==> src/rtl/forward_hazard_unit_if.sv <==
// forward_hazard_unit_if
//   Groups the ID-stage tag/source bus, the pipeline control inputs and the
//   hazard/forward decisions of forward_hazard_unit.
//   master : pipeline side (drives ID info and freeze/flush, reads decisions)
//   slave  : forward_hazard_unit itself
//   Signals:
//     id_valid, id_regWEN, id_writeReg[REGW], id_isLoad  ID destination tag
//     id_rsel[NREAD*REGW], id_ruse[NREAD]                ID source registers
//     pipe_stall, id_flush                               pipeline control
//     hazard_stall, fwd_sel[NREAD*SELW]                  decisions
interface forward_hazard_unit_if #(
  parameter int unsigned NREAD = 2,
  parameter int unsigned REGW  = 5,
  parameter int unsigned DEPTH = 3,
  parameter int unsigned SELW  = $clog2(DEPTH + 1)
);
  logic                    id_valid;
  logic                    id_regWEN;
  logic [REGW-1:0]         id_writeReg;
  logic                    id_isLoad;
  logic [NREAD*REGW-1:0]   id_rsel;
  logic [NREAD-1:0]        id_ruse;
  logic                    pipe_stall;
  logic                    id_flush;
  logic                    hazard_stall;
  logic [NREAD*SELW-1:0]   fwd_sel;

  modport master (
    output id_valid, id_regWEN, id_writeReg, id_isLoad, id_rsel, id_ruse,
    output pipe_stall, id_flush,
    input  hazard_stall, fwd_sel
  );

  modport slave (
    input  id_valid, id_regWEN, id_writeReg, id_isLoad, id_rsel, id_ruse,
    input  pipe_stall, id_flush,
    output hazard_stall, fwd_sel
  );
endinterface

==> src/rtl/forward_hazard_unit.sv <==
// forward_hazard_unit
//   Forwarding and load-use hazard unit. Keeps a shift register of
//   destination tags (valid, write-enable, dest, load) that moves in
//   lock-step with the pipeline latches (stage 1 = ID/EX, 2 = EX/MEM, ...)
//   plus the source registers of the instruction sitting in ID/EX.
//   From these it derives a decode stall request and per-port forward
//   selects for the EX instruction.
// Ports:
//   CLK, RST      clock, asynchronous active-high reset
//   bus (slave)   ID tag/sources, pipe_stall, id_flush in;
//                 hazard_stall, fwd_sel out (0 = regfile, k = stage k)
//   stall_cycles, fwd_events [31:0]  saturating counters, present only when
//                 FWD_HAZARD_STATS_EN is defined
module forward_hazard_unit #(
  parameter int unsigned NREAD    = 2,
  parameter int unsigned DEPTH    = 3,
  parameter int unsigned REGW     = 5,
  parameter int unsigned LOAD_RDY = 3,
  parameter int unsigned SELW     = $clog2(DEPTH + 1)
) (
  input  logic                  CLK,
  input  logic                  RST,
  forward_hazard_unit_if.slave  bus
`ifdef FWD_HAZARD_STATS_EN
  ,
  output logic [31:0]           stall_cycles,
  output logic [31:0]           fwd_events
`endif
);

  // Ready stage of a producer; anything beyond the tracked depth is
  // treated as ready at the last tracked stage.
  localparam int unsigned LD_R  = (LOAD_RDY > DEPTH) ? DEPTH : LOAD_RDY;
  localparam int unsigned ALU_R = 2;

  logic [DEPTH:1]        tag_v;
  logic [DEPTH:1]        tag_wen;
  logic [DEPTH:1]        tag_ld;
  logic [REGW-1:0]       tag_dest [1:DEPTH];

  logic                  ex_v;
  logic [NREAD*REGW-1:0] ex_rsel;
  logic [NREAD-1:0]      ex_ruse;

  logic                  stall_any;
  logic                  advance;
  logic [NREAD*SELW-1:0] fwd_sel_c;

  function automatic logic tag_hit(input logic v, input logic wen,
                                   input logic [REGW-1:0] dest,
                                   input logic [REGW-1:0] r);
    return v && wen && (dest == r) && (r != '0);
  endfunction

  // Decode stall: only the youngest matching producer matters per port.
  always_comb begin
    logic [REGW-1:0] r;
    logic            found;
    logic            hit_ld;
    int unsigned     hit_k;
    stall_any = 1'b0;
    r         = '0;
    found     = 1'b0;
    hit_ld    = 1'b0;
    hit_k     = 0;
    for (int unsigned i = 0; i < NREAD; i++) begin
      r      = bus.id_rsel[i*REGW +: REGW];
      found  = 1'b0;
      hit_ld = 1'b0;
      hit_k  = 0;
      for (int unsigned k = 1; k <= DEPTH; k++) begin
        if (!found && tag_hit(tag_v[k], tag_wen[k], tag_dest[k], r)) begin
          found  = 1'b1;
          hit_k  = k;
          hit_ld = tag_ld[k];
        end
      end
      if (bus.id_ruse[i] && found && ((hit_k + 1) < (hit_ld ? LD_R : ALU_R)))
        stall_any = 1'b1;
    end
  end

  assign bus.hazard_stall = bus.id_valid && stall_any;
  assign advance          = bus.id_valid && !bus.hazard_stall && !bus.id_flush;

  // EX forward select: youngest matching stage from 2 upward.
  always_comb begin
    logic [REGW-1:0] r;
    logic            done;
    fwd_sel_c = '0;
    r         = '0;
    done      = 1'b0;
    for (int unsigned i = 0; i < NREAD; i++) begin
      r    = ex_rsel[i*REGW +: REGW];
      done = 1'b0;
      for (int unsigned k = 2; k <= DEPTH; k++) begin
        if (!done && ex_v && ex_ruse[i] &&
            tag_hit(tag_v[k], tag_wen[k], tag_dest[k], r)) begin
          fwd_sel_c[i*SELW +: SELW] = SELW'(k);
          done = 1'b1;
        end
      end
    end
  end

  assign bus.fwd_sel = fwd_sel_c;

  always_ff @(posedge CLK or posedge RST) begin
    if (RST) begin
      tag_v   <= '0;
      tag_wen <= '0;
      tag_ld  <= '0;
      for (int unsigned k = 1; k <= DEPTH; k++) tag_dest[k] <= '0;
      ex_v    <= 1'b0;
      ex_rsel <= '0;
      ex_ruse <= '0;
    end else if (!bus.pipe_stall) begin
      for (int unsigned k = 2; k <= DEPTH; k++) begin
        tag_v[k]    <= tag_v[k-1];
        tag_wen[k]  <= tag_wen[k-1];
        tag_ld[k]   <= tag_ld[k-1];
        tag_dest[k] <= tag_dest[k-1];
      end
      // A stalled or flushed ID enters as a bubble; only v needs clearing.
      tag_v[1]    <= advance;
      tag_wen[1]  <= bus.id_regWEN;
      tag_ld[1]   <= bus.id_isLoad;
      tag_dest[1] <= bus.id_writeReg;
      ex_v        <= advance;
      ex_rsel     <= bus.id_rsel;
      ex_ruse     <= bus.id_ruse;
    end
  end

`ifdef FWD_HAZARD_STATS_EN
  logic [31:0] fwd_cnt;
  logic [32:0] fe_sum;

  always_comb begin
    fwd_cnt = '0;
    for (int unsigned i = 0; i < NREAD; i++) begin
      if (fwd_sel_c[i*SELW +: SELW] != '0) fwd_cnt = fwd_cnt + 32'd1;
    end
  end

  assign fe_sum = {1'b0, fwd_events} + {1'b0, fwd_cnt};

  always_ff @(posedge CLK or posedge RST) begin
    if (RST) begin
      stall_cycles <= '0;
      fwd_events   <= '0;
    end else if (!bus.pipe_stall) begin
      if (bus.hazard_stall && (stall_cycles != '1))
        stall_cycles <= stall_cycles + 32'd1;
      fwd_events <= fe_sum[32] ? '1 : fe_sum[31:0];
    end
  end
`endif

endmodule

==> src/flat_wrapper.sv <==
// flat-port wrapper written by rule: the top's interface ports become plain ports
module forward_hazard_unit_flat 
#(
  parameter int unsigned NREAD    = 2,
  parameter int unsigned DEPTH    = 3,
  parameter int unsigned REGW     = 5,
  parameter int unsigned LOAD_RDY = 3,
  parameter int unsigned SELW     = $clog2(DEPTH + 1)
)
  (CLK, RST, bus_id_valid, bus_id_regWEN, bus_id_writeReg, bus_id_isLoad, bus_id_rsel, bus_id_ruse, bus_pipe_stall, bus_id_flush, bus_hazard_stall, bus_fwd_sel);
  forward_hazard_unit_if #(.NREAD(NREAD), .REGW(REGW), .DEPTH(DEPTH), .SELW(SELW)) bus_i ();
  input  logic CLK;
  input  logic RST;
  input wire logic [$bits(bus_i.id_valid)-1:0] bus_id_valid;
  input wire logic [$bits(bus_i.id_regWEN)-1:0] bus_id_regWEN;
  input wire logic [$bits(bus_i.id_writeReg)-1:0] bus_id_writeReg;
  input wire logic [$bits(bus_i.id_isLoad)-1:0] bus_id_isLoad;
  input wire logic [$bits(bus_i.id_rsel)-1:0] bus_id_rsel;
  input wire logic [$bits(bus_i.id_ruse)-1:0] bus_id_ruse;
  input wire logic [$bits(bus_i.pipe_stall)-1:0] bus_pipe_stall;
  input wire logic [$bits(bus_i.id_flush)-1:0] bus_id_flush;
  output wire logic [$bits(bus_i.hazard_stall)-1:0] bus_hazard_stall;
  output wire logic [$bits(bus_i.fwd_sel)-1:0] bus_fwd_sel;
  assign bus_i.id_valid = bus_id_valid;
  assign bus_i.id_regWEN = bus_id_regWEN;
  assign bus_i.id_writeReg = bus_id_writeReg;
  assign bus_i.id_isLoad = bus_id_isLoad;
  assign bus_i.id_rsel = bus_id_rsel;
  assign bus_i.id_ruse = bus_id_ruse;
  assign bus_i.pipe_stall = bus_pipe_stall;
  assign bus_i.id_flush = bus_id_flush;
  assign bus_hazard_stall = bus_i.hazard_stall;
  assign bus_fwd_sel = bus_i.fwd_sel;
  forward_hazard_unit #(.NREAD(NREAD), .DEPTH(DEPTH), .REGW(REGW), .LOAD_RDY(LOAD_RDY), .SELW(SELW)) u_core (.CLK(CLK), .RST(RST), .bus(bus_i));
endmodule
==> config.mk <==
export PLATFORM = sky130hd
export DESIGN_NAME = forward_hazard_unit_flat
export DESIGN_NICKNAME = d
export VERILOG_FILES = /design/src/rtl/forward_hazard_unit_if.sv /design/src/rtl/forward_hazard_unit.sv /design/src/flat_wrapper.sv
export SDC_FILE = /design/constraint.sdc
export NUM_CORES = 1
export LEC_CHECK = 0
export ABC_AREA = 0
export BUFFER_PORTS_ARGS = -buffer_cell sky130_fd_sc_hd__buf_4
export CORE_ASPECT_RATIO = 1.4
export CORE_MARGIN = 2
export CORE_UTILIZATION = 45
export CTS_BUF_LIST = sky130_fd_sc_hd__clkbuf_8 sky130_fd_sc_hd__clkbuf_16
export DETAILED_ROUTE_END_ITERATION = 6
export MAX_ROUTING_LAYER = met4
export PLACE_DENSITY = 0.66
export SYNTH_ARGS = -nofsm -noshare
export SYNTH_HDL_FRONTEND = slang
export SYNTH_SLANG_ARGS = --single-unit
==> constraint.sdc <==
create_clock -name CLK -period 3 [get_ports CLK]
set_clock_uncertainty 0.2 [all_clocks]
set_input_delay 0.6 -clock CLK [delete_from_list [all_inputs] [get_ports CLK]]
set_output_delay 0.6 -clock CLK [all_outputs]
set_load 0.005 [all_outputs]
==> key figures <==
Pwr
  • Power per Cell Area: 549 nW/µm²
  • Sw Ratio: 26.8%
  • Clock power frac: 29.5%
  • Cell internal pwr: 830 µW
  • Seq pwr share: 52.4%
  • Comb pwr share: 18.0%
  • Maximum vdd drop: 0.000339 V
  • Final Power: 1.13 mW
  • Psw: 304 µW
  • LEAKAGE: 0.861 nW

Detailed routing
  • Drt via density: 5.37
  • Iteration-0 DRC Markers: 35
  • Post-route DRC: 0
  • Drt total wl: 3410 µm
  • DR vias: 1133
  • Drt pass-1 iters: 6
  • ANT nets after route: 0
  • WL/cell: 16.2 µm

CTS
  • Post-cts sizing count: 0
  • Worst-skew pair later-pin latency: 280 ps
  • Cts hold-fix bufs: 0
  • Clk sinks: 34
  • TritonCTS clock tree: yes
  • CTS H-tree lvls: 2
  • Clk slew on worst S/H paths: 70 ps
  • Clock Tree Buf Depth: 2
  • Setup repair bufs after CTS: 0
  • Num CTS Buffers: 5
  • Root buffer selected by CTS: clkbuf_8

Layout
  • Filler cells: 315
  • Layout cells sized above 1: 43.2%
  • Commonest non-fill, non-tap cell in the layout: dfrtp_1
  • # diodes: 0
  • Non-filler cells, final: 211
  • NumNets Final: 192
  • Final core utilization: 56.7%
  • Synth-to-Final Area Change: 20.1%
  • Fin area: 2070 µm²
  • Commonest non-fill, non-tap cells in the layout: 34 x dfrtp_1, 33 x mux2_2, 29 x buf_4

Setup path
  • Setup crit end kind: primary output
  • Crit path DAT: 2010 ps
  • Cell with the largest stage delay on the worst path: or4_1
  • Crit path cell chain: or4_1 -> nor2_2 -> nor3_1 -> nor4_2 -> a31o_1 -> buf_4
  • Slowest Stage Delay on Critical Path: 540 ps
  • WS Path Type: reg2out
  • Worst setup SP type: register
  • Critical Path RT: 2200 ps
  • Crit path max fanout: 4

Global routing
  • Antenna violations before repair: 0
  • Largest net degree at the start of global routing: 36
  • Gr usage total: 18.3%
  • Global-route wire length before repair: 5830 µm
  • Vias in the first global route: 1192
  • Global route overflow: 0

STA
  • Final min period: 2810 ps
  • RSZ-0062 raised after global routing: no
  • Fmax: 0.356 GHz
  • Fin. max-slew vios: 0
  • Tcrit/Tclk final: 93.8%
  • Final Hold Viols: 0
  • Slew headroom: 71.3%
  • Worst-margin pin slew: 431 ps
  • Final TNS setup: 0 ps
  • Final setup vio count: 0

Placed design
  • Post-DP Area: 1980 µm²
  • HPWL Detailed: 2600 µm
  • IO buf count: 28
  • Gpl congestion: 0.802
  • Post-Place Cells: 203

Synth
  • Syn avg cell area: 12.7 µm²
  • Synth Warn #: 0
  • Count of cell types in the netlist: 21
  • Register area share after synthesis: 49.5%
  • Flops & latches, synth: 34
  • Synthesized netlist net count: 160
  • Post-Syn Area: 1720 µm²
  • Mapped Cells: 136

Floorplanning
  • Initial core utilization: 47.2%
  • Die H: 77.2 µm
  • FP Rows: 26
  • Area of the die: 4340 µm²
  • Core ar.: 3640 µm²
  • Num ports: 29
  • Die Wd: 56.3 µm

Outcome
  • Outcome: finished clean

Run
  • Max-cap violations: 0

Hold path
  • Hold WC Path Type: in2async
-- final cells by class --
| class | instances | area [µm²] | area share, % |
|---|---|---|---|
| inverters | 2 | 7.51 | 0.363 |
| multi-input cells | 96 | 847 | 41.0 |
| flip-flops and latches | 34 | 851 | 41.2 |
| clock inverters | 2 | 8.76 | 0.424 |
| clock buffers | 6 | 82.6 | 4.00 |
| well taps | 42 | 52.6 | 2.54 |
| repair buffers | 29 | 218 | 10.5 |
-- state kept, by name, indices dropped and copies added (netlist names) --
register / cells
u_core.ex_rsel: 10
u_core.ex_ruse: 2
u_core.tag_wen: 3
u_core.tag_ld: 1
u_core.tag_dest: 15
u_core.tag_v: 3
-- metrics by stage --
step | setup WS [ps] | hold slack (ps)
5_1_grt | 21.2 | 260
3_5_place_dp | 485 | 300
2_1_floorplan | 619 | 280
3_3_place_gp | 493 | 293
4_1_cts | 170 | 218
6_report | 187 | 211
-- logic make-up (layout without fill, tap and decap cells) --
kind of cell | count (synthesis) | in the layout | share of synthesized area (%)
buffers and inverters | 6 | 39 | 1.31
and+or+nand+nor | 29 | 29 | 10.3
xor gates and xnor gates | 30 | 30 | 15.3
AOI/OAI and AO/OA | 4 | 4 | 2.11
muxes | 33 | 33 | 21.6
DFF | 34 | 34 | 49.5
-- cell usage after synthesis (all sizes together) --
library cell / n / area [µm²]
nand3: 5 / 25.0
inv: 2 / 7.51
nor3: 4 / 20.0
mux2: 33 / 372
clkbuf: 4 / 15.0
dfrtp: 34 / 851
o41ai: 1 / 8.76
and2: 1 / 6.26
or4: 3 / 22.5
nand2: 3 / 11.3
nor2: 2 / 10.0
o211a: 1 / 10.0
or2: 1 / 6.26
or3: 1 / 6.26
xor2: 4 / 35.0
nand4: 5 / 31.3
nor4: 4 / 37.5
xnor2: 26 / 228
a31o: 2 / 17.5
-- critical path, delay by kind of cell, from the launching register on --
family	cells	cell delay, ps
DFF	1	440
and+or+nand+nor	4	1050
buffers and inverters	1	100
AOI/OAI and AO/OA	1	150
-- worst paths after layout --
| check | from | endpoint | slack (ps) | cells past startpoint |
|---|---|---|---|---|
| max | u_core.ex_rsel[2]$_DFFE_PP0N_ | bus_fwd_sel[1] | 190 | 6 |
| min | RST | u_core.tag_dest[0]$_DFFE_PP0N_ | 210 | 3 |
| max reg2reg | u_core.tag_dest[10]$_DFFE_PP0N_ | u_core.tag_v[1]$_DFFE_PP0N_ | 1080 | 5 |
| min reg2reg | u_core.tag_wen[3]$_DFFE_PP0N_ | u_core.tag_wen[3]$_DFFE_PP0N_ | 310 | 1 |
| max in group asynchronous | RST | u_core.ex_ruse[1]$_DFFE_PP0N_ | 2080 | 3 |
| min in group CLK | bus_id_flush | u_core.tag_v[1]$_DFFE_PP0N_ | 300 | 2 |
-- power by group through the flow --
stage	combinational, mW	sequential [mW]	clock, mW
floorplan	0.160	0.577	0
global placement	0.202	0.601	0
detailed placement	0.206	0.604	0
CTS	0.207	0.595	0.348
global route	0.227	0.603	0.371
finish	0.204	0.595	0.335
-- routing by layer --
metal / up-vias / global-route usage (%) / routed length (µm)
li1: 545 / - / -
met5: - / - / 0
met1: 558 / 21.3 / 1360
met4: 0 / 6.43 / 45
met3: 5 / 4.22 / 133
met2: 25 / 30.8 / 1870
(Power assumes the default switching activity.)
